**src/rtl/uart_tx_arbiter_pkg.sv**
```systemverilog
// Shared types for the UART transmit-side packet arbiter: the producer/transmitter
// packet beat and the arbiter state encoding.
package uart_tx_arbiter_pkg;

    typedef struct packed {
        logic [7:0] Source;
        logic [7:0] Data;
        logic       SoP;
        logic       EoP;
        logic       Valid;
    } UART_PACKET;

    typedef enum logic {
        IDLE,
        PACKET
    } ArbState;

endpackage

```
**src/rtl/uart_tx_arbiter_rr_priority_picker.sv**
```systemverilog
// Combinational round-robin picker: returns the first requester found searching
// upward from pointer+1 with wrap-around.
module rr_priority_picker #(
    parameter int NUM_SOURCES = 2
) (
    input  logic [NUM_SOURCES-1:0]         ipRequest,
    input  logic [$clog2(NUM_SOURCES)-1:0] ipPointer,
    output logic                           opFound,
    output logic [$clog2(NUM_SOURCES)-1:0] opIndex
);

    localparam int IW = $clog2(NUM_SOURCES);

    logic [IW-1:0] candidate;

    // Walk from the farthest position back to pointer+1 so the nearest hit wins.
    always_comb begin
        opFound   = 1'b0;
        opIndex   = '0;
        candidate = '0;
        for (int i = NUM_SOURCES; i >= 1; i--) begin
            candidate = IW'((int'(ipPointer) + i) % NUM_SOURCES);
            if (ipRequest[candidate]) begin
                opFound = 1'b1;
                opIndex = candidate;
            end
        end
    end

endmodule

```
**src/rtl/uart_tx_arbiter.sv**
```systemverilog
// Packet-granular round-robin arbiter sharing one UART transmit stream between
// NUM_SOURCES producers, with a registered output stage and idle-owner timeout.
module uart_tx_arbiter
    import uart_tx_arbiter_pkg::*;
#(
    parameter int NUM_SOURCES    = 2,
    parameter int TIMEOUT_CYCLES = 1024
) (
    input  logic                   ipClk,
    input  logic                   ipReset,
    input  UART_PACKET             ipStreams [NUM_SOURCES],
    output logic [NUM_SOURCES-1:0] opReady,
    output UART_PACKET             opTxStream,
    input  logic                   ipTxReady,
    output logic [NUM_SOURCES-1:0] opGrant,
    output logic                   opTimeout
);

    localparam int IW = $clog2(NUM_SOURCES);
    localparam int CW = (TIMEOUT_CYCLES < 2) ? 1 : $clog2(TIMEOUT_CYCLES + 1);
    localparam logic [CW-1:0] TIMEOUT_LAST = (TIMEOUT_CYCLES == 0) ? '0 : CW'(TIMEOUT_CYCLES - 1);

    ArbState                state, stateNext;
    logic [IW-1:0]          pointer, pointerNext;
    logic [NUM_SOURCES-1:0] grantNext;
    logic [CW-1:0]          idleCnt, idleCntNext;
    logic                   timeoutNext;
    UART_PACKET             txNext;
    UART_PACKET             ownerBeat;
    logic                   txFree;
    logic [NUM_SOURCES-1:0] sopReq, junkReq;
    logic                   pickFound;
    logic [IW-1:0]          pickIndex;
    logic                   resetQ;
    logic                   rst;

    // The registered copy stretches reset by one cycle; ipReset itself still
    // takes effect on the very next edge so a mid-packet reset drops at once.
    always_ff @(posedge ipClk) begin
        resetQ <= ipReset;
    end
    assign rst = ipReset | resetQ;

    always_comb begin
        sopReq  = '0;
        junkReq = '0;
        for (int i = 0; i < NUM_SOURCES; i++) begin
            sopReq[i]  = ipStreams[i].Valid && ipStreams[i].SoP;
            junkReq[i] = ipStreams[i].Valid && !ipStreams[i].SoP;
        end
    end

    rr_priority_picker #(
        .NUM_SOURCES(NUM_SOURCES)
    ) uPicker (
        .ipRequest(sopReq),
        .ipPointer(pointer),
        .opFound  (pickFound),
        .opIndex  (pickIndex)
    );

    // In PACKET the pointer doubles as the owner index.
    assign ownerBeat = ipStreams[pointer];
    assign txFree    = !opTxStream.Valid || ipTxReady;

    always_comb begin
        stateNext   = state;
        pointerNext = pointer;
        grantNext   = opGrant;
        idleCntNext = idleCnt;
        timeoutNext = 1'b0;
        txNext      = opTxStream;
        opReady     = '0;
        if (ipTxReady) begin
            txNext.Valid = 1'b0;
        end
        case (state)
            IDLE: begin
                // Beats without SoP are drained here so producers resync on SoP.
                opReady = junkReq;
                if (pickFound) begin
                    stateNext            = PACKET;
                    pointerNext          = pickIndex;
                    grantNext            = '0;
                    grantNext[pickIndex] = 1'b1;
                    idleCntNext          = '0;
                end
            end
            PACKET: begin
                opReady[pointer] = txFree;
                if (ownerBeat.Valid && txFree) begin
                    txNext      = ownerBeat;
                    idleCntNext = '0;
                    if (ownerBeat.EoP) begin
                        stateNext = IDLE;
                        grantNext = '0;
                    end
                end else if (!ownerBeat.Valid && TIMEOUT_CYCLES != 0) begin
                    if (idleCnt == TIMEOUT_LAST) begin
                        stateNext   = IDLE;
                        grantNext   = '0;
                        timeoutNext = 1'b1;
                        idleCntNext = '0;
                    end else begin
                        idleCntNext = idleCnt + CW'(1);
                    end
                end
            end
            default: begin
                stateNext = IDLE;
                grantNext = '0;
            end
        endcase
    end

    always_ff @(posedge ipClk) begin
        if (rst) begin
            state      <= IDLE;
            pointer    <= IW'(NUM_SOURCES - 1);
            opGrant    <= '0;
            idleCnt    <= '0;
            opTimeout  <= 1'b0;
            opTxStream <= '0;
        end else begin
            state      <= stateNext;
            pointer    <= pointerNext;
            opGrant    <= grantNext;
            idleCnt    <= idleCntNext;
            opTimeout  <= timeoutNext;
            opTxStream <= txNext;
        end
    end

endmodule

```
**config.mk**
```make
export PLATFORM = sky130hd
export DESIGN_NAME = uart_tx_arbiter
export DESIGN_NICKNAME = d
export VERILOG_FILES = /design/src/rtl/uart_tx_arbiter_pkg.sv /design/src/rtl/uart_tx_arbiter_rr_priority_picker.sv /design/src/rtl/uart_tx_arbiter.sv
export SDC_FILE = /design/constraint.sdc
export NUM_CORES = 1
export LEC_CHECK = 0
export BUFFER_PORTS_ARGS = -buffer_cell sky130_fd_sc_hd__clkbuf_2
export CAP_MARGIN = 25
export CORE_ASPECT_RATIO = 0.9
export CORE_MARGIN = 10
export CORE_UTILIZATION = 50
export DETAILED_ROUTE_END_ITERATION = 12
export PLACE_DENSITY = 0.81
export SLEW_MARGIN = 20
export SYNTH_ARGS = -nofsm -noshare
export SYNTH_HDL_FRONTEND = slang
export SYNTH_SLANG_ARGS = --single-unit
```
**constraint.sdc**
```tcl
create_clock -name ipClk -period 3.85 [get_ports ipClk]
set_clock_uncertainty 0.15 [all_clocks]
set_input_delay 0.385 -clock ipClk [delete_from_list [all_inputs] [get_ports ipClk]]
set_output_delay 0.385 -clock ipClk [all_outputs]
set_load 0.005 [all_outputs]
```
==> results of run 1 <==
==> critical path, cell delays in order (launching register included) <==
cell	delay, ns
dfxtp_1	0.38
ha_1	0.21
nand3_1	0.11
nand4bb_1	0.60
a211oi_1	0.55
mux2i_1	0.24
==> cell families after synthesis <==
kind of cell             share of synthesized area [%]
AO/OA/AOI/OAI                                     20.1
adder cells (fa/ha/maj)                          0.712
multiplexers                                      12.3
buffers and inverters                             4.70
AND/OR/NAND/NOR                                   21.2
flip-flops                                        41.0
==> registers in the layout (all words and copies together) (netlist names) <==
register	flops
opGrant	2
pointer	1
idleCnt	11
state	1
opTimeout	1
opTxStream	19
resetQ	1
==> final cells by class <==
class	count	area, µm²	area share [%]
Inverter	3	11.3	0.515
Clock buffer	6	72.6	3.32
Sequential cell	36	721	33.0
Clock inverter	1	5.00	0.229
Tap cell	44	55.1	2.52
Multi-Input combinational cell	147	958	43.8
Timing Repair Buffer	67	363	16.6
==> cell usage in the layout (no fill, tap or decap), drive strengths merged, types with 2 or more instances in the layout <==
cell    netlist  layout
nand3         5       5
a211oi       19      19
nand3b        2       2
clkbuf       13      70
nand2        21      21
o32ai         2       2
and3          2       2
nor2         23      23
nand4         6       6
or3           3       3
o21ai         3       3
mux2i        20      20
a21oi         6       6
inv           3       3
nor3          4       4
a311oi        2       2
a31oi         8       8
nand4b        2       2
dfxtp        36      36
nor2b         2       2
buf           2       3
==> stage by stage <==
| step | total power, mW | cells |
|---|---|---|
| floorplan | 0.448 | 201 |
| global placement | 0.483 | 296 |
| detailed placement | 0.488 | 297 |
| CTS | 0.731 | 304 |
| global route | 0.755 | 304 |
| finish | 0.725 | 304 |
==> report_power, final <==
part | switching [mW] | internal, mW
Combinational | 0.0515 | 0.0444
Clock | 0.122 | 0.123
Sequential | 0.00525 | 0.378
Total | 0.179 | 0.546
==> per-layer routing <==
metal	wire length, µm	share of wire (%)
met5	0	0
met4	34	0.75
met3	409	9.0
met2	2200	48
met1	1920	42
==> worst paths after layout <==
check	cells past startpoint	to	slack, ns
worst max-delay path	5	opGrant[0]	1.54
worst min-delay path	1	resetQ	0.08
worst max register to register	5	opGrant[0]	1.54
worst min register to register	2	idleCnt[8]	0.33
==> metrics, run 1 <==
status=finished clean; cell taking the most area after synthesis=dfxtp_1; DP Area=approximately 0.0021 mm²; Final Worst Setup Slack=between 1.5 and 2 ns; final net count=slightly above 300; worst hold margin=0.0787 ns; first-pass GRT wire length=between 7000 and 8000 µm; # rows=20; Initial Utilization=52.0%; clock slew at reported path FFs=0.07 ns; GRT Overall Usage=around 15%; Finished Core Util=between 60% and 70%; FF-to-FF Start=idleCnt[0]; largest net degree at the start of global routing=39; DP HPWL=approximately 3500 µm; gpl congestion=roughly 0.84; largest cells by area after synthesis=dfxtp_1 41%, mux2i_1 11%, a211oi_1 8.1%; Mapped Nets=between 200 and 250; Diodes inserted=0; crit path DAT=between 2 and 2.5 ns; Die Y-Extent=76.2 µm; Fill cells=around 300; GRT met1 Usage=between 10% and 20%; TritonCTS clock tree=done; Worst Max-Slew Pin Slew=0.613 ns; drt initial violations=104; Slew Viols, Final=0; Tmin final=roughly 2.3 ns; HP Start=ipReset; CP max FO=14; final setup TNS=0 ns; io pins=65; Worst-Skew Late Latency=between 0.2 and 0.3 ns; H-tree depth=2; Root Buffer=clkbuf_8; Max VDD drop=0.000212 V; Remaining DRCs=0; clock sink total=36; via count=between 1500 and 2000; hold buffers post-CTS=0; die width=about 82 µm; register bit total from synthesis=36; Cell Area, Synth=around 0.0018 mm²; CTS Buf Count=5; post-CTS setup buffers=0; most numerous cell in the Yosys netlist=dfxtp_1; DRT antenna net count=0; Syn Area/Cell=8.74 µm²; RSZ-0062 raised after global routing=false; static leakage=slightly below 1 nW; Final period util=roughly three fifths; antenna violations before repair=0; Distinct cells, synth=39; most frequent cells after synthesis=36 x dfxtp_1, 23 x nor2_1, 21 x nand2_1, 20 x mux2i_1, 19 x a211oi_1; Die Area=around 0.0063 mm²; IO buf count=64; area share of the largest cell type after synthesis=41.0%; DR WL/cell=roughly 15 µm; Critical Path Start=idleCnt[0]; Pwr per Cell Area=between 300 and 400 mW/mm²; post-synthesis cell count=around 200; post-cts sizing count=0; CTS Buffer Depth=2; dominant synthesized flop cell=dfxtp_1; Worst Path Required=3.91 ns; # setup viols final=0; share of cells above drive strength 1=a little under 30%; DRT Pass-1 Iters=4; CP Capture Type=flop; GR peak layer=met2; fmax=around 430 MHz; area grow syn2layout=24.4%; vias in the first global route=around 1700; area of the core=~0.0034 mm²; Startpoint Class=flop; routed vias/inst=about 5.6; ys async rst share=0%; YS warnings=0; Rel. slew slack=around three fifths; Post-synth EDFFs=0; Max-Cap Viols=0; Hold Fails Final Rpt=0; Hold Path Class=input port to flop; Seq/Total Area, Yosys=between 40 and 50%; met2 usage=between 20% and 30%; grt ovf=0; final wirelength=4560 µm; Place WS=1.62 ns; met3 usage in global routing=under 10%; critical path type=flop to flop; design area=0.00219 mm²
Note: power is estimated with default switching activity, not from simulation.
==> run 2, diff against run 1 <==
CORE_UTILIZATION = 44   (was 50)
PLACE_DENSITY = 0.75   (was 0.81)
clock period = 1.9 ns   (was 3.85 ns; I/O delays follow)
==> run 2 against run 1 <==
Effect of this change:
- routed wire length increased by 6.0%
- worst setup slack lost 1.5 ns
- via count grew 4.3%
- non-clock buffer count is 13 higher
- critical path type unchanged
- critical endpoint is now idleCnt[6]
- highest routed layer unchanged
==> metrics, run 2 (same netlist as run 1, synthesis figures left out) <==
area of the core=0.00378 mm² (was 0.00338 mm²); final setup TNS=0 ns (unchanged); DR WL/cell=15.2 µm (was 15.0 µm); met2 usage=22.9% (was 23.0%); Largest regs=opTxStream x19, idleCnt x11, opGrant x2 (unchanged); Comb pwr share=13.8% (was 13.2%); Slew Viols, Final=0 (unchanged); HP Start=ipStreams[23] (was ipReset); most frequent cells in the layout=64 x clkbuf_2, 34 x dfxtp_1, 23 x nor2_1 (was 64 x clkbuf_2, 36 x dfxtp_1, 23 x nor2_1); H-tree depth=2 (unchanged); status=finished clean (unchanged); critical path cell sequence=mux2_4 -> a31o_1 -> or3_4 -> a2111oi_2 (was ha_1 -> nand3_1 -> nand4bb_1 -> a211oi_1 -> mux2i_1); GRT met1 Usage=15.6% (was 18.6%); critical path type=flop to flop (unchanged); die width=86.6 µm (was 82.5 µm); # setup viols final=0 (unchanged); Overall Power=1.56 mW (was 0.725 mW); sequential power share=49.5% (was 52.9%); io pins=65 (unchanged); first-pass GRT wire length=7820 µm (was 7650 µm); design area=0.00233 mm² (was 0.00219 mm²); CP Capture Type=flop (unchanged); DP HPWL=3750 µm (was 3500 µm); NetSw=0.373 mW (was 0.179 mW); # rows=21 (was 20); gpl congestion=0.858 (was 0.845); share of cells above drive strength 1=35.5% (was 29.6%); R2R cell count=4 (was 5); flop2flop setup slack=0.08 ns (was 1.54 ns); fmax=549 MHz (was 433 MHz); Startpoint Class=flop (unchanged); crit path DAT=1.85 ns (was 2.37 ns); clock sink total=36 (unchanged); CTS Buffer Depth=2 (unchanged); Die Area=0.00692 mm² (was 0.00629 mm²); Tmin final=1.82 ns (was 2.31 ns); RR Endpoint=idleCnt[6] (was opGrant[0]); Remaining DRCs=0 (unchanged); met3 usage in global routing=4.39% (was 4.83%); Initial Utilization=46.4% (was 52.0%); via count=1775 (was 1702); largest net degree at the start of global routing=35 (was 39); vias in the first global route=1737 (was 1657); Switching Share=23.8% (was 24.7%); post-CTS setup buffers=0 (unchanged); static leakage=1.05 nW (was 0.985 nW); CP max FO=8 (was 14); FF-to-FF Start=pointer (was idleCnt[0]); Fill cells=351 (was 301); Root Buffer=clkbuf_8 (unchanged); Slowest cell on crit path=dfxtp_1 (was nand4bb_1); final net count=315 (was 302); Clk pwr share=36.7% (was 33.8%); area grow syn2layout=32.4% (was 24.4%); GR peak layer=met2 (unchanged); Worst Hold Endpoint=opTxStream[4] (was resetQ); commonest non-fill, non-tap cell in the layout=clkbuf_2 (unchanged); RSZ-0062 raised after global routing=false (unchanged); DRT antenna net count=0 (unchanged); Pwr per Cell Area=673 mW/mm² (was 331 mW/mm²); final wirelength=4830 µm (was 4560 µm); antenna violations before repair=0 (unchanged); DRT Pass-1 Iters=5 (was 4); Rel. slew slack=69.7% (was 58.9%); Max stage delay on crit path=0.35 ns (was 0.60 ns); Biggest register=opTxStream (unchanged); storage element area=723 µm² (was 721 µm²); IO buf count=64 (unchanged); routed vias/inst=5.56 (was 5.60); Worst Path Required=1.93 ns (was 3.91 ns); max reg flops=19 (unchanged); Hold Fails Final Rpt=0 (unchanged); Diodes inserted=0 (unchanged); area occupied by multi-input gates=995 µm² (was 958 µm²); clock slew at reported path FFs=0.07 ns (about the same); Final period util=95.8% (was 60.0%); Worst-Skew Late Latency=0.28 ns (about the same); Max-Cap Viols=0 (unchanged); internal cell power=1.19 mW (was 0.546 mW); grt ovf=0 (unchanged); Worst Max-Slew Pin Slew=0.455 ns (was 0.613 ns); CTS Buf Count=5 (unchanged); DP Area=0.00218 mm² (was 0.00211 mm²); TritonCTS clock tree=done (unchanged); Max VDD drop=0.000454 V (was 0.000212 V); GRT Overall Usage=13.7% (was 14.7%); drt initial violations=99 (was 104); Hold Path Class=input port to flop (unchanged); worst hold path stage count=3 (was 1); Die Y-Extent=79.9 µm (was 76.2 µm)
-- run 2: timing repair --
action | 4_1_cts | 5_1_grt
hold endpoints to repair | 1 | 0
gates resized for setup | 0 | 8
hold buffers | 1 | 0
endpoints found under the setup margin | 0 | 4
-- run 2: worst max-delay path by stage --
stage / slack [ns] / startpoint / endpoint
2_1_floorplan: 0.003 / pointer / idleCnt[6]
3_3_place_gp: 0.13 / idleCnt[0] / idleCnt[6]
3_5_place_dp: 0.1 / idleCnt[0] / opGrant[0]
4_1_cts: 0.08 / pointer / idleCnt[6]
5_1_grt: 0.02 / pointer / idleCnt[6]
6_report: 0.08 / pointer / idleCnt[6]
-- run 2: final cells by class --
cell class | instances | share of cell area, %
repair buffers | 80 | 19.0
inverters | 3 | 0.484
flip-flops and latches | 36 | 31.1
clock buffers | 7 | 4.14
multi-input cells | 147 | 42.8
well taps | 46 | 2.47
-- run 2: power by group through the flow --
stage	combinational, mW	sequential [mW]	clock (mW)
after CTS	0.212	0.774	0.588
after global placement	0.205	0.791	0
final	0.216	0.775	0.574
after global routing	0.238	0.776	0.613
after floorplan	0.117	0.791	0
after detailed placement	0.209	0.791	0
-- run 2: layer usage --
| layer | routed length [µm] | part of all wire [%] | vias up |
|---|---|---|---|
| li1 | - | - | 897 |
| met1 | 2070 | 43 | 821 |
| met2 | 2370 | 49 | 52 |
| met3 | 317 | 6.6 | 5 |
| met4 | 70 | 1.4 | 0 |
| met5 | 0 | 0 | - |
-- run 2: worst max-delay path, delay by kind of cell (launching register included) --
| family | cells | cell delay [ns] |
|---|---|---|
| flip-flops | 1 | 0.35 |
| AND/OR/NAND/NOR | 1 | 0.34 |
| multiplexers | 1 | 0.35 |
| AO/OA/AOI/OAI | 2 | 0.54 |
-- run 2: stage by stage --
stage | worst slack [ns] | hold slack [ns] | cells | util (%)
after floorplan | 0.00304 | 0.0677 | 201 | -
after global placement | 0.133 | 0.168 | 311 | 57.6
after detailed placement | 0.0975 | 0.171 | 311 | 57.6
after CTS | 0.0775 | 0.0665 | 319 | 60.4
after global routing | 0.0204 | 0.0887 | 319 | 61.5
final | 0.0795 | 0.0677 | 319 | 61.5
==> run 3, diff against run 2 <==
CORE_UTILIZATION = 40   (was 44)
PLACE_DENSITY = 0.7   (was 0.75)
==> run 3 against run 2 <==
Effect of this change:
- critical endpoint unchanged
- core utilization down 3.5 points
- first-iteration DRC count rose by 40%
- sequential cell count is the same
- fmax decreased by 3.0%
- power decreased by 0.24%
==> metrics, run 3 (same netlist as run 1, synthesis figures left out) <==
status=finished clean (unchanged); HP Start=ipStreams[29] (was ipStreams[23]); share of cells above drive strength 1=35.9% (was 35.5%); drt initial violations=139 (was 99); DRT antenna net count=0 (unchanged); most frequent cells in the layout=64 x clkbuf_2, 34 x dfxtp_1, 23 x nor2_1 (unchanged); Final period util=98.8% (was 95.8%); Tmin final=1.88 ns (was 1.82 ns); Hold Fails Final Rpt=0 (unchanged); final setup TNS=0 ns (unchanged); first-pass GRT wire length=8120 µm (was 7820 µm); final net count=317 (was 315); RR Endpoint=idleCnt[6] (unchanged); # setup viols final=0 (unchanged); GRT Overall Usage=12.8% (was 13.7%); CP max FO=8 (unchanged); R2R cell count=5 (was 4); Die Area=0.00745 mm² (was 0.00692 mm²); max reg flops=19 (unchanged); Worst Path Required=1.94 ns (was 1.93 ns); Remaining DRCs=0 (unchanged); Worst Max-Slew Pin Slew=0.577 ns (was 0.455 ns); Worst Hold Endpoint=opTxStream[10] (was opTxStream[4]); worst hold path stage count=3 (unchanged); DRT Pass-1 Iters=4 (was 5); antenna violations before repair=0 (unchanged); flop2flop setup slack=0.02 ns (was 0.08 ns); # rows=22 (was 21); Die Y-Extent=82.9 µm (was 79.9 µm); CTS Buffer Depth=2 (unchanged); placed insts=325 (was 311); gpl congestion=0.874 (was 0.858); H-tree depth=2 (unchanged); CTS Buf Count=5 (unchanged); final wirelength=5130 µm (was 4830 µm); crit path DAT=1.92 ns (was 1.85 ns); Slew Viols, Final=0 (unchanged); Startpoint Class=flop (unchanged); IO buf count=64 (unchanged); Diodes inserted=0 (unchanged); DP HPWL=3790 µm (was 3750 µm); critical path type=flop to flop (unchanged); Initial Utilization=42.3% (was 46.4%); RSZ-0062 raised after global routing=true (was false); largest net degree at the start of global routing=37 (was 35); routed vias/inst=5.28 (was 5.56); area grow syn2layout=37.1% (was 32.4%); clock sink total=36 (unchanged); die width=89.9 µm (was 86.6 µm); Rel. slew slack=61.6% (was 69.7%); static leakage=1.07 nW (was 1.05 nW); io pins=65 (unchanged); commonest non-fill, non-tap cell in the layout=clkbuf_2 (unchanged); Fill cells=388 (was 351); final non-filler cell total=336 (was 319); Hold Path Class=input port to flop (unchanged); clock slew at reported path FFs=0.08 ns (was 0.07 ns); Largest regs=opTxStream x19, idleCnt x11, opGrant x2 (unchanged); area of the core=0.00416 mm² (was 0.00378 mm²); FF-to-FF Start=state (was pointer); vias in the first global route=1756 (was 1737); TritonCTS clock tree=done (unchanged); Root Buffer=clkbuf_8 (unchanged); Worst-Skew Late Latency=0.28 ns (about the same); grt ovf=0 (unchanged); fmax=533 MHz (was 549 MHz); post-CTS setup buffers=0 (unchanged); CP Capture Type=flop (unchanged); Pwr per Cell Area=648 mW/mm² (was 673 mW/mm²); DR WL/cell=15.3 µm (was 15.2 µm); Max VDD drop=0.000425 V (was 0.000454 V); Max-Cap Viols=0 (unchanged); Biggest register=opTxStream (unchanged); via count=1773 (was 1775)
[run 3: through the flow]
stage	util, %	total power, mW	hold WS [ns]	setup slack, ns	cell area (µm²)
global placement	53.2	1.00	0.169	0.0838	2210
global route	57.9	1.63	0.0709	-0.0444	2410
CTS	55.8	1.56	0.0651	0.0119	2320
floorplan	-	0.908	0.0677	0.00304	1760
finish	57.9	1.56	0.0689	0.0234	2410
detailed placement	53.2	1.00	0.173	-0.00583	2210
[run 3: how the worst max path moves through the flow]
stage | end | cells past startpoint | startpoint
finish | idleCnt[6] | 5 | state
global route | idleCnt[6] | 5 | state
CTS | opReady[1] | 5 | pointer
detailed placement | idleCnt[6] | 5 | idleCnt[0]
global placement | idleCnt[6] | 5 | idleCnt[0]
floorplan | idleCnt[6] | 6 | pointer
[run 3: cell type report]
| type | count | area, µm² | area share (%) |
|---|---|---|---|
| multi-input combinational | 147 | 993 | 41.2 |
| sequential | 36 | 723 | 30.0 |
| timing repair buffer | 82 | 513 | 21.3 |
| clock buffer | 6 | 82.6 | 3.43 |
| tap | 60 | 75.1 | 3.12 |
| inverter | 3 | 11.3 | 0.468 |
| clock inverter | 2 | 10.0 | 0.416 |
[run 3: critical path, cell delays in order (launching register included)]
cell and delay, ns:
dfxtp_1 0.32, a221oi_1 0.48, a31o_1 0.21, buf_4 0.17
o21ai_1 0.10, a2111oi_4 0.35
[run 3: what timing repair did]
item	in CTS	in global routing
endpoints found under the hold margin	1	0
cloned	0	2
endpoints found under the setup margin	1	5
hold buffers	1	0
pin swaps	0	1
resized for setup	3	7
[run 3: routing by layer]
layer / routed length, µm / GRT usage [%]
met3: 405 / 5.31
met1: 2300 / 15.2
met4: 72 / 3.88
met5: 0 / 0
met2: 2350 / 20.5
[run 3: power by group]
group	internal (mW)	switching, mW	leakage [nW]
logic	0.111	0.120	0.731
registers	0.766	0.00693	0.292
clock network	0.289	0.267	0.0510
